$ cat src/rtl/enc_dec_pkg.sv
// Shared definitions for the encoder/decoder operation sequencer: mode and width
// encodings, FSM state encoding and the default stage timeout.
package enc_dec_pkg;

  localparam logic [1:0] MODE_ENC  = 2'b00;
  localparam logic [1:0] MODE_DEC  = 2'b01;
  localparam logic [1:0] MODE_FULL = 2'b10;
  localparam logic [1:0] MODE_ILL  = 2'b11;

  localparam logic [1:0] WIDTH_8   = 2'b00;
  localparam logic [1:0] WIDTH_16  = 2'b01;
  localparam logic [1:0] WIDTH_32  = 2'b10;
  localparam logic [1:0] WIDTH_ILL = 2'b11;

  localparam int TIMEOUT_DEFAULT = 64;

  typedef enum logic [2:0] {
    IDLE  = 3'd0,
    LATCH = 3'd1,
    ENC   = 3'd2,
    NOISE = 3'd3,
    DEC   = 3'd4,
    DONE  = 3'd5
  } state_t;

  function automatic logic cfg_legal(input logic [1:0] mode, input logic [1:0] width);
    return (mode != MODE_ILL) && (width != WIDTH_ILL);
  endfunction

endpackage

$ cat src/rtl/enc_dec_stage_watchdog.sv
// Per-stage cycle counter: clears on stage entry, counts while enabled and flags
// expiry on the cycle the count reaches TIMEOUT_CYCLES-1.
module enc_dec_stage_watchdog #(
  parameter int TIMEOUT_CYCLES = 64
) (
  input  logic clk,
  input  logic rst,
  input  logic clear,
  input  logic enable,
  output logic expired
);

  localparam int CW = $clog2(TIMEOUT_CYCLES + 1);

  logic [CW-1:0] cnt;

  // NOTE: sequential state uses non-blocking assignments so every register
  // samples pre-edge values regardless of process evaluation order.
  always_ff @(posedge clk or posedge rst) begin
    if (rst) begin
      cnt <= '0;
    end else if (clear) begin
      cnt <= '0;
    end else if (enable) begin
      cnt <= cnt + 1'b1;
    end
  end

  assign expired = enable && (cnt == CW'(TIMEOUT_CYCLES - 1));

endmodule

$ cat src/rtl/enc_dec_op_sequencer.sv
// Sequences one enc/noise/dec operation after a CTRL write. Optional per-stage
// watchdog is built when ENC_DEC_WATCHDOG_EN is defined.
module enc_dec_op_sequencer
  import enc_dec_pkg::*;
#(
  parameter int AMBA_WORD      = 32,
  parameter int TIMEOUT_CYCLES = TIMEOUT_DEFAULT
) (
  input  logic                 clk,
  input  logic                 rst,
  input  logic                 ctrl_wr,
  input  logic [AMBA_WORD-1:0] ctrl,
  input  logic [AMBA_WORD-1:0] codeword_width,
  input  logic                 enc_done,
  input  logic                 dec_done,
  output logic                 latch_en,
  output logic [1:0]           width_q,
  output logic                 enc_start,
  output logic                 noise_en,
  output logic                 dec_start,
  output logic                 busy,
  output logic                 op_done,
  output logic                 op_error
);

  state_t     state_q, state_d;
  logic [1:0] mode_q, mode_d;
  logic [1:0] width_d;
  logic       err_d;
  logic       ill_done_d;
  logic       expired;
  logic       stage_entry;

  logic unused_bits;
  assign unused_bits = ^{ctrl[AMBA_WORD-1:2], codeword_width[AMBA_WORD-1:2]};

  // NOTE: every signal written here gets a default first, so no path can
  // leave one unassigned and infer a latch.
  always_comb begin
    state_d    = state_q;
    mode_d     = mode_q;
    width_d    = width_q;
    err_d      = op_error;
    ill_done_d = 1'b0;
    unique case (state_q)
      IDLE: begin
        if (ctrl_wr) begin
          if (cfg_legal(ctrl[1:0], codeword_width[1:0])) begin
            state_d = LATCH;
            mode_d  = ctrl[1:0];
            width_d = codeword_width[1:0];
            err_d   = 1'b0;
          end else begin
            err_d      = 1'b1;
            ill_done_d = 1'b1;
          end
        end
      end
      LATCH: state_d = (mode_q == MODE_DEC) ? DEC : ENC;
      ENC: begin
        if (enc_done) begin
          state_d = (mode_q == MODE_FULL) ? NOISE : DONE;
        end else if (expired) begin
          state_d = DONE;
          err_d   = 1'b1;
        end
      end
      NOISE: state_d = DEC;
      DEC: begin
        if (dec_done) begin
          state_d = DONE;
        end else if (expired) begin
          state_d = DONE;
          err_d   = 1'b1;
        end
      end
      DONE:    state_d = IDLE;
      default: state_d = IDLE;
    endcase
  end

  // Stage entry pulses double as the watchdog clear.
  assign stage_entry = ((state_d == ENC) && (state_q != ENC)) ||
                       ((state_d == DEC) && (state_q != DEC));

`ifdef ENC_DEC_WATCHDOG_EN
  enc_dec_stage_watchdog #(
    .TIMEOUT_CYCLES(TIMEOUT_CYCLES)
  ) u_watchdog (
    .clk    (clk),
    .rst    (rst),
    .clear  (stage_entry),
    .enable ((state_q == ENC) || (state_q == DEC)),
    .expired(expired)
  );
`else
  logic unused_entry;
  assign unused_entry = stage_entry;
  assign expired      = 1'b0;
`endif

  // Outputs are registered from the next-state decode so they align with the state.
  always_ff @(posedge clk or posedge rst) begin
    if (rst) begin
      state_q   <= IDLE;
      mode_q    <= MODE_ENC;
      width_q   <= WIDTH_8;
      latch_en  <= 1'b0;
      enc_start <= 1'b0;
      noise_en  <= 1'b0;
      dec_start <= 1'b0;
      busy      <= 1'b0;
      op_done   <= 1'b0;
      op_error  <= 1'b0;
    end else begin
      state_q   <= state_d;
      mode_q    <= mode_d;
      width_q   <= width_d;
      latch_en  <= (state_d == LATCH);
      enc_start <= (state_d == ENC) && (state_q != ENC);
      noise_en  <= (state_d == NOISE);
      dec_start <= (state_d == DEC) && (state_q != DEC);
      busy      <= (state_d != IDLE);
      op_done   <= (state_d == DONE) || ill_done_d;
      op_error  <= err_d;
    end
  end

endmodule

$ cat config.mk
export PLATFORM = sky130hd
export DESIGN_NAME = enc_dec_op_sequencer
export DESIGN_NICKNAME = d
export VERILOG_FILES = /design/src/rtl/enc_dec_pkg.sv /design/src/rtl/enc_dec_stage_watchdog.sv /design/src/rtl/enc_dec_op_sequencer.sv
export SDC_FILE = /design/constraint.sdc
export NUM_CORES = 1
export LEC_CHECK = 0
export BUFFER_PORTS_ARGS = -buffer_cell sky130_fd_sc_hd__buf_2
export CORE_ASPECT_RATIO = 1.25
export CORE_MARGIN = 8
export CORE_UTILIZATION = 25
export DETAILED_ROUTE_END_ITERATION = 10
export SETUP_SLACK_MARGIN = 0.5
export SYNTH_ARGS = -nofsm -noshare
export SYNTH_HDL_FRONTEND = slang
export SYNTH_SLANG_ARGS = --single-unit
$ cat constraint.sdc
create_clock -name clk -period 2.6 [get_ports clk]
set_input_delay 0.65 -clock clk [delete_from_list [all_inputs] [get_ports clk]]
set_output_delay 0.65 -clock clk [all_outputs]
set_load 0.01 [all_outputs]
# --- Word level (Yosys, flattened, before mapping) ---
# Index checks and enable logic that the tools add are counted.
# W data, S select, Z words.
word_totals:
  register_bits: 14
  input_bits: 69
  out_inout_bits: 9
  elab_cells: 43
op_classes:
  eq_ne: 15
  mux: 10
  n_reduce_logical: 8
ops:
  columns: ["cell", "n"]
  rows:
  - ["$mux W3", 6]
  - ["$pmux W3 S5", 1]
  - ["$eq A3 B2 Y1 const B", 4]
  - ["$eq A3 B3 Y1 const B", 3]
  - ["$eq A3 B1 Y1 const B", 2]
  - ["$ne A2 B2 Y1 const B", 2]
  - ["$logic_and A1 B1 Y1", 3]
  - ["$logic_not A3 Y1", 1]
  - ["$mux W1", 3]
  - ["$ne A3 B2 Y1 const B", 1]
  - ["$ne A3 B3 Y1 const B", 1]
  - ["$reduce_and A3 Y1", 1]
  - ["$reduce_bool A3 Y1", 1]
  - ["$eq A2 B1 Y1 const B", 1]
  - ["$eq A2 B2 Y1 const B", 1]
  - ["$reduce_and A2 Y1", 1]
  - ["$logic_or A1 B1 Y1", 1]

# --- Longest topological paths before layout ---
depth:
  depth_word: 7
  depth_mapped: 6
  mapped_depth_nobuf: 5

# --- Worst setup path before layout ---
# OpenSTA, ideal clock, no wires.
synth_timing:
  path_type: "in2reg"
  startpoint: "input port codeword_width[0]"
  endpoint: "register mode_q[0]"
  setup_time_ps: 125
  arrival_ps: 1369
  t_required_ps: 2475
  slack_ps: 1106
  path_stages: 3
  path_buffers: 0
  cell_sequence: "a22oi_1 > nand4_2 > mux2_2"
synth_between:
  elab_chain_len: 3
synth_rtl:
  columns: ["element", "line_no", "text"]
  rows:
  - ["start, declared", "enc_dec_op_sequencer.sv:13", "input logic [AMBA_WORD-1:0] codeword_width,"]
  - ["$ne A2 B2 Y1", "enc_dec_pkg.sv:27", "return (mode != MODE_ILL) && (width != WIDTH_ILL);"]
  - ["$logic_and A1 B1 Y1", "enc_dec_pkg.sv:27", null]
  - ["$reduce_and A3 Y1 (no line)", null, null]
  - ["end signal, assigned", "enc_dec_op_sequencer.sv:117", "mode_q <= mode_d;"]
  - ["end, declared", "enc_dec_op_sequencer.sv:27", "logic [1:0] mode_q, mode_d;"]
# Every way passes these cells.
# A chain may end at the register's enable or synchronous reset.

# --- Final worst setup path ---
layout_timing:
  startpoint: "register state_q[1]"
  endpoint: "register busy"
layout_between:
  word_cells_on_any_way: 11
  cone_classes: "eq/ne: 4; mux: 5; reduce/logical: 2"
layout_rtl:
  columns: ["element", "line_no", "text"]
  rows:
  - ["start, declared", "enc_dec_op_sequencer.sv:26", "state_t state_q, state_d;"]
  - ["start signal, assigned", "enc_dec_op_sequencer.sv:116", "state_q <= state_d;"]
  - ["$eq A3 B3 Y1, or another cell as far along", "enc_dec_op_sequencer.sv:45", "unique case (state_q)"]
  - ["$pmux W3 S5 *", "enc_dec_op_sequencer.sv:45", null]
  - ["net state_d[2]", "enc_dec_op_sequencer.sv:26", null]
  - ["$reduce_bool A3 Y1 *", "enc_dec_op_sequencer.sv:123", "busy <= (state_d != IDLE);"]
  - ["end signal, assigned", "enc_dec_op_sequencer.sv:123", null]
  - ["end, declared", "enc_dec_op_sequencer.sv:21", "output logic busy,"]
# Mark *: on every way through the listed nets, which the timed path passes. The rest lies on a longest branch.

==> flow_summary.ini <==
[status]
outcome = complete, no violations

[synth]
syn_avg_cell_area_um2 = 12.51
syn-instance-count = 51
yosysSeqAreaShare = 0.5490
synth_top_area_frac = 0.5490
synthArstFlopShare = 1.000
synth_seq_cells = 14
synth_most_common_cell = dfrtp_1
synth-edff-count = 0
yosysWarnings = 0
synth.distinct_cells = 25
syn-num-nets = 120
yosysTopAreaCell = dfrtp_1
netlist_area_um2 = 638.1
netlist_top_cells_count = dfrtp_1, inv_1, mux2_2, nor2_1
netlist_top_cells_area = dfrtp_1, mux2_2, a2111oi_4, inv_1, a41oi_2
synth_ff_type = dfrtp_1

[detailed_routing]
wl_met1_um = 596
ant_nets = 0
dr.pass1.iters = 2
drc = 0
wire_per_inst_um = 13.11
vias = 436
wirelength_um = 1350
wl_met3_um = 136
drtIter0Drc = 1
met2_length_um = 617
via_per_inst = 4.233
highest_layer = met3

[die]
initial_core_util = 0.2629
io_pins = 78
die-area_um2 = 4435
num_rows = 20
die_w_um = 61.19
die_y_um = 72.49
core_um2 = 2427

[timing]
maxSlewHeadroom = 0.6599
period_share = 0.5614
period_minus_slack_ns = 1.460
rsz0062_at_grt = no
fin_ws_ns = 1.140
fmaxAchievable_mhz = 685.1
tns_ns = 0
tightest_slew_ns = 0.5096
drv_slew = 0
hold_viol = 0
skew_ns = 0.004216
setup_viol = 0
hold_ws_ns = 0.3833

[grt]
grt_start_max_net_pins = 15
grt-ovfl-total = 0
grt_pass1_wl_um = 2104
grt_util_all_layers = 0.06484
antenna_found_initial = 0
grt_pass1_vias = 479

[clocking]
clk_path_buf_depth = 2
holdBufCountCts = 0
cts.sinks = 14
clk_latency_ns = 0.28
cts_buffers = 3
clkTransAtPathRegs_ns = 0.09
postCtsSetupRepairBufs = 0
htreeDepth = 1
root_buffer = clkbuf_4
cts_resized = 0
cts_tree = yes

[run]
maxCapViolCount = 0

[power]
seqPwrFrac = 0.438
clkPwrFrac = 0.178
p_switching_uw = 327.7
ir_worst_vdd_mv = 0.5030
p_int_uw = 555.5
finalPower_uw = 883.2
swShare = 0.3710
p_comb_frac = 0.384
powerDensity_nw_per_um2 = 1126
leakagePower_nw = 0.3887

[final_layout]
stdcell_count = 103
final_util = 0.3232
area_growth_pct = 22.94
drive_above_1_share = 0.4429
antennaDiodeCount = 0
nets = 140
design_area_um2 = 784.5
fillers = 262

[worst_setup_path]
endpoint_kind = flip-flop
crit_fanout = 10
worstPathArrival_ns = 1.61
crit_type = reg2reg
cp.required_ns = 2.75
start_kind = flip-flop

[placement]
place_ws_ns = 0.8379
dp.cells = 99
globalplace.congestion = 0.7828
postPlaceCellArea_um2 = 748.2
hpwl_um = 1087
portBuffers = 17

[hold_path]
hp-class = in2async
==> layer usage <==
metal / GRT usage / up-vias
met4: 0.03117 / 0
met2: 0.09674 / 15
met1: 0.07392 / 203
met5: 0 / -
met3: 0.03186 / 0
li1: - / 218
==> state kept, by name, summed over array words and instances (netlist names) <==
name	cells
noise_en	1
width_q	2
dec_start	1
op_done	1
op_error	1
latch_en	1
mode_q	2
enc_start	1
state_q	3
busy	1
==> power by group through the flow <==
| stage | clock, mW | sequential [mW] | combinational [mW] |
|---|---|---|---|
| 3_3_place_gp | 0 | 0.388 | 0.337 |
| 6_report | 0.157 | 0.387 | 0.339 |
| 2_1_floorplan | 0 | 0.389 | 0.245 |
| 5_1_grt | 0.172 | 0.403 | 0.374 |
| 4_1_cts | 0.162 | 0.388 | 0.347 |
| 3_5_place_dp | 0 | 0.393 | 0.346 |
==> layout make-up <==
| class | instances | area (um2) | area share |
|---|---|---|---|
| Multi-Input combinational cell | 28 | 245.2 | 0.3126 |
| Clock buffer | 4 | 36.28 | 0.04625 |
| Tap cell | 33 | 41.29 | 0.05263 |
| Inverter | 7 | 26.28 | 0.03349 |
| Timing Repair Buffer | 17 | 85.08 | 0.1085 |
| Sequential cell | 14 | 350.3 | 0.4466 |
==> path summary, 6_finish.rpt <==
path / from / to / slack (ns) / cells past startpoint
worst min register to register: op_error / op_error / 0.51 / 2
worst max register to register: state_q[1] / busy / 1.14 / 4
max in group asynchronous: rst / busy / 1.87 / 2
worst min-delay path: rst / width_q[0] / 0.38 / 2
min in group clk: op_error / op_error / 0.51 / 2
worst max-delay path: state_q[1] / busy / 1.14 / 4
==> cells in the final DEF, fill, tap and decap left out <==
cell        n
inv_1       6
a22oi_2     1
o22ai_1     1
dfrtp_1    14
clkbuf_8    1
a21o_1      1
a22o_1      1
a31oi_1     2
a2111oi_4   1
nand3b_1    1
a311oi_1    1
clkbuf_4    3
a41oi_1     1
mux2_2      4
nand4_2     1
inv_2       1
mux2i_1     1
nor3_1      1
nand2_1     1
a22oi_1     1
nand2b_1    2
and3b_1     1
o21a_2      1
buf_2      17
nor2_1      4
a41oi_2     1
==> critical path, cell delays in order, from the launching register on <==
cell and delay (ns):
dfrtp_1 0.52, a22o_1 0.27, a22oi_2 0.25, o22ai_1 0.13
nand3b_1 0.17
==> cell families after synthesis <==
family                 count (synthesis)  synth area share
AOI/OAI and AO/OA                     12            0.1961
and+or+nand+nor                       11            0.1019
buffers and inverters                  9           0.06665
muxes                                  5           0.08627
DFF                                   14            0.5490
Power figures use the tool's default switching activity.
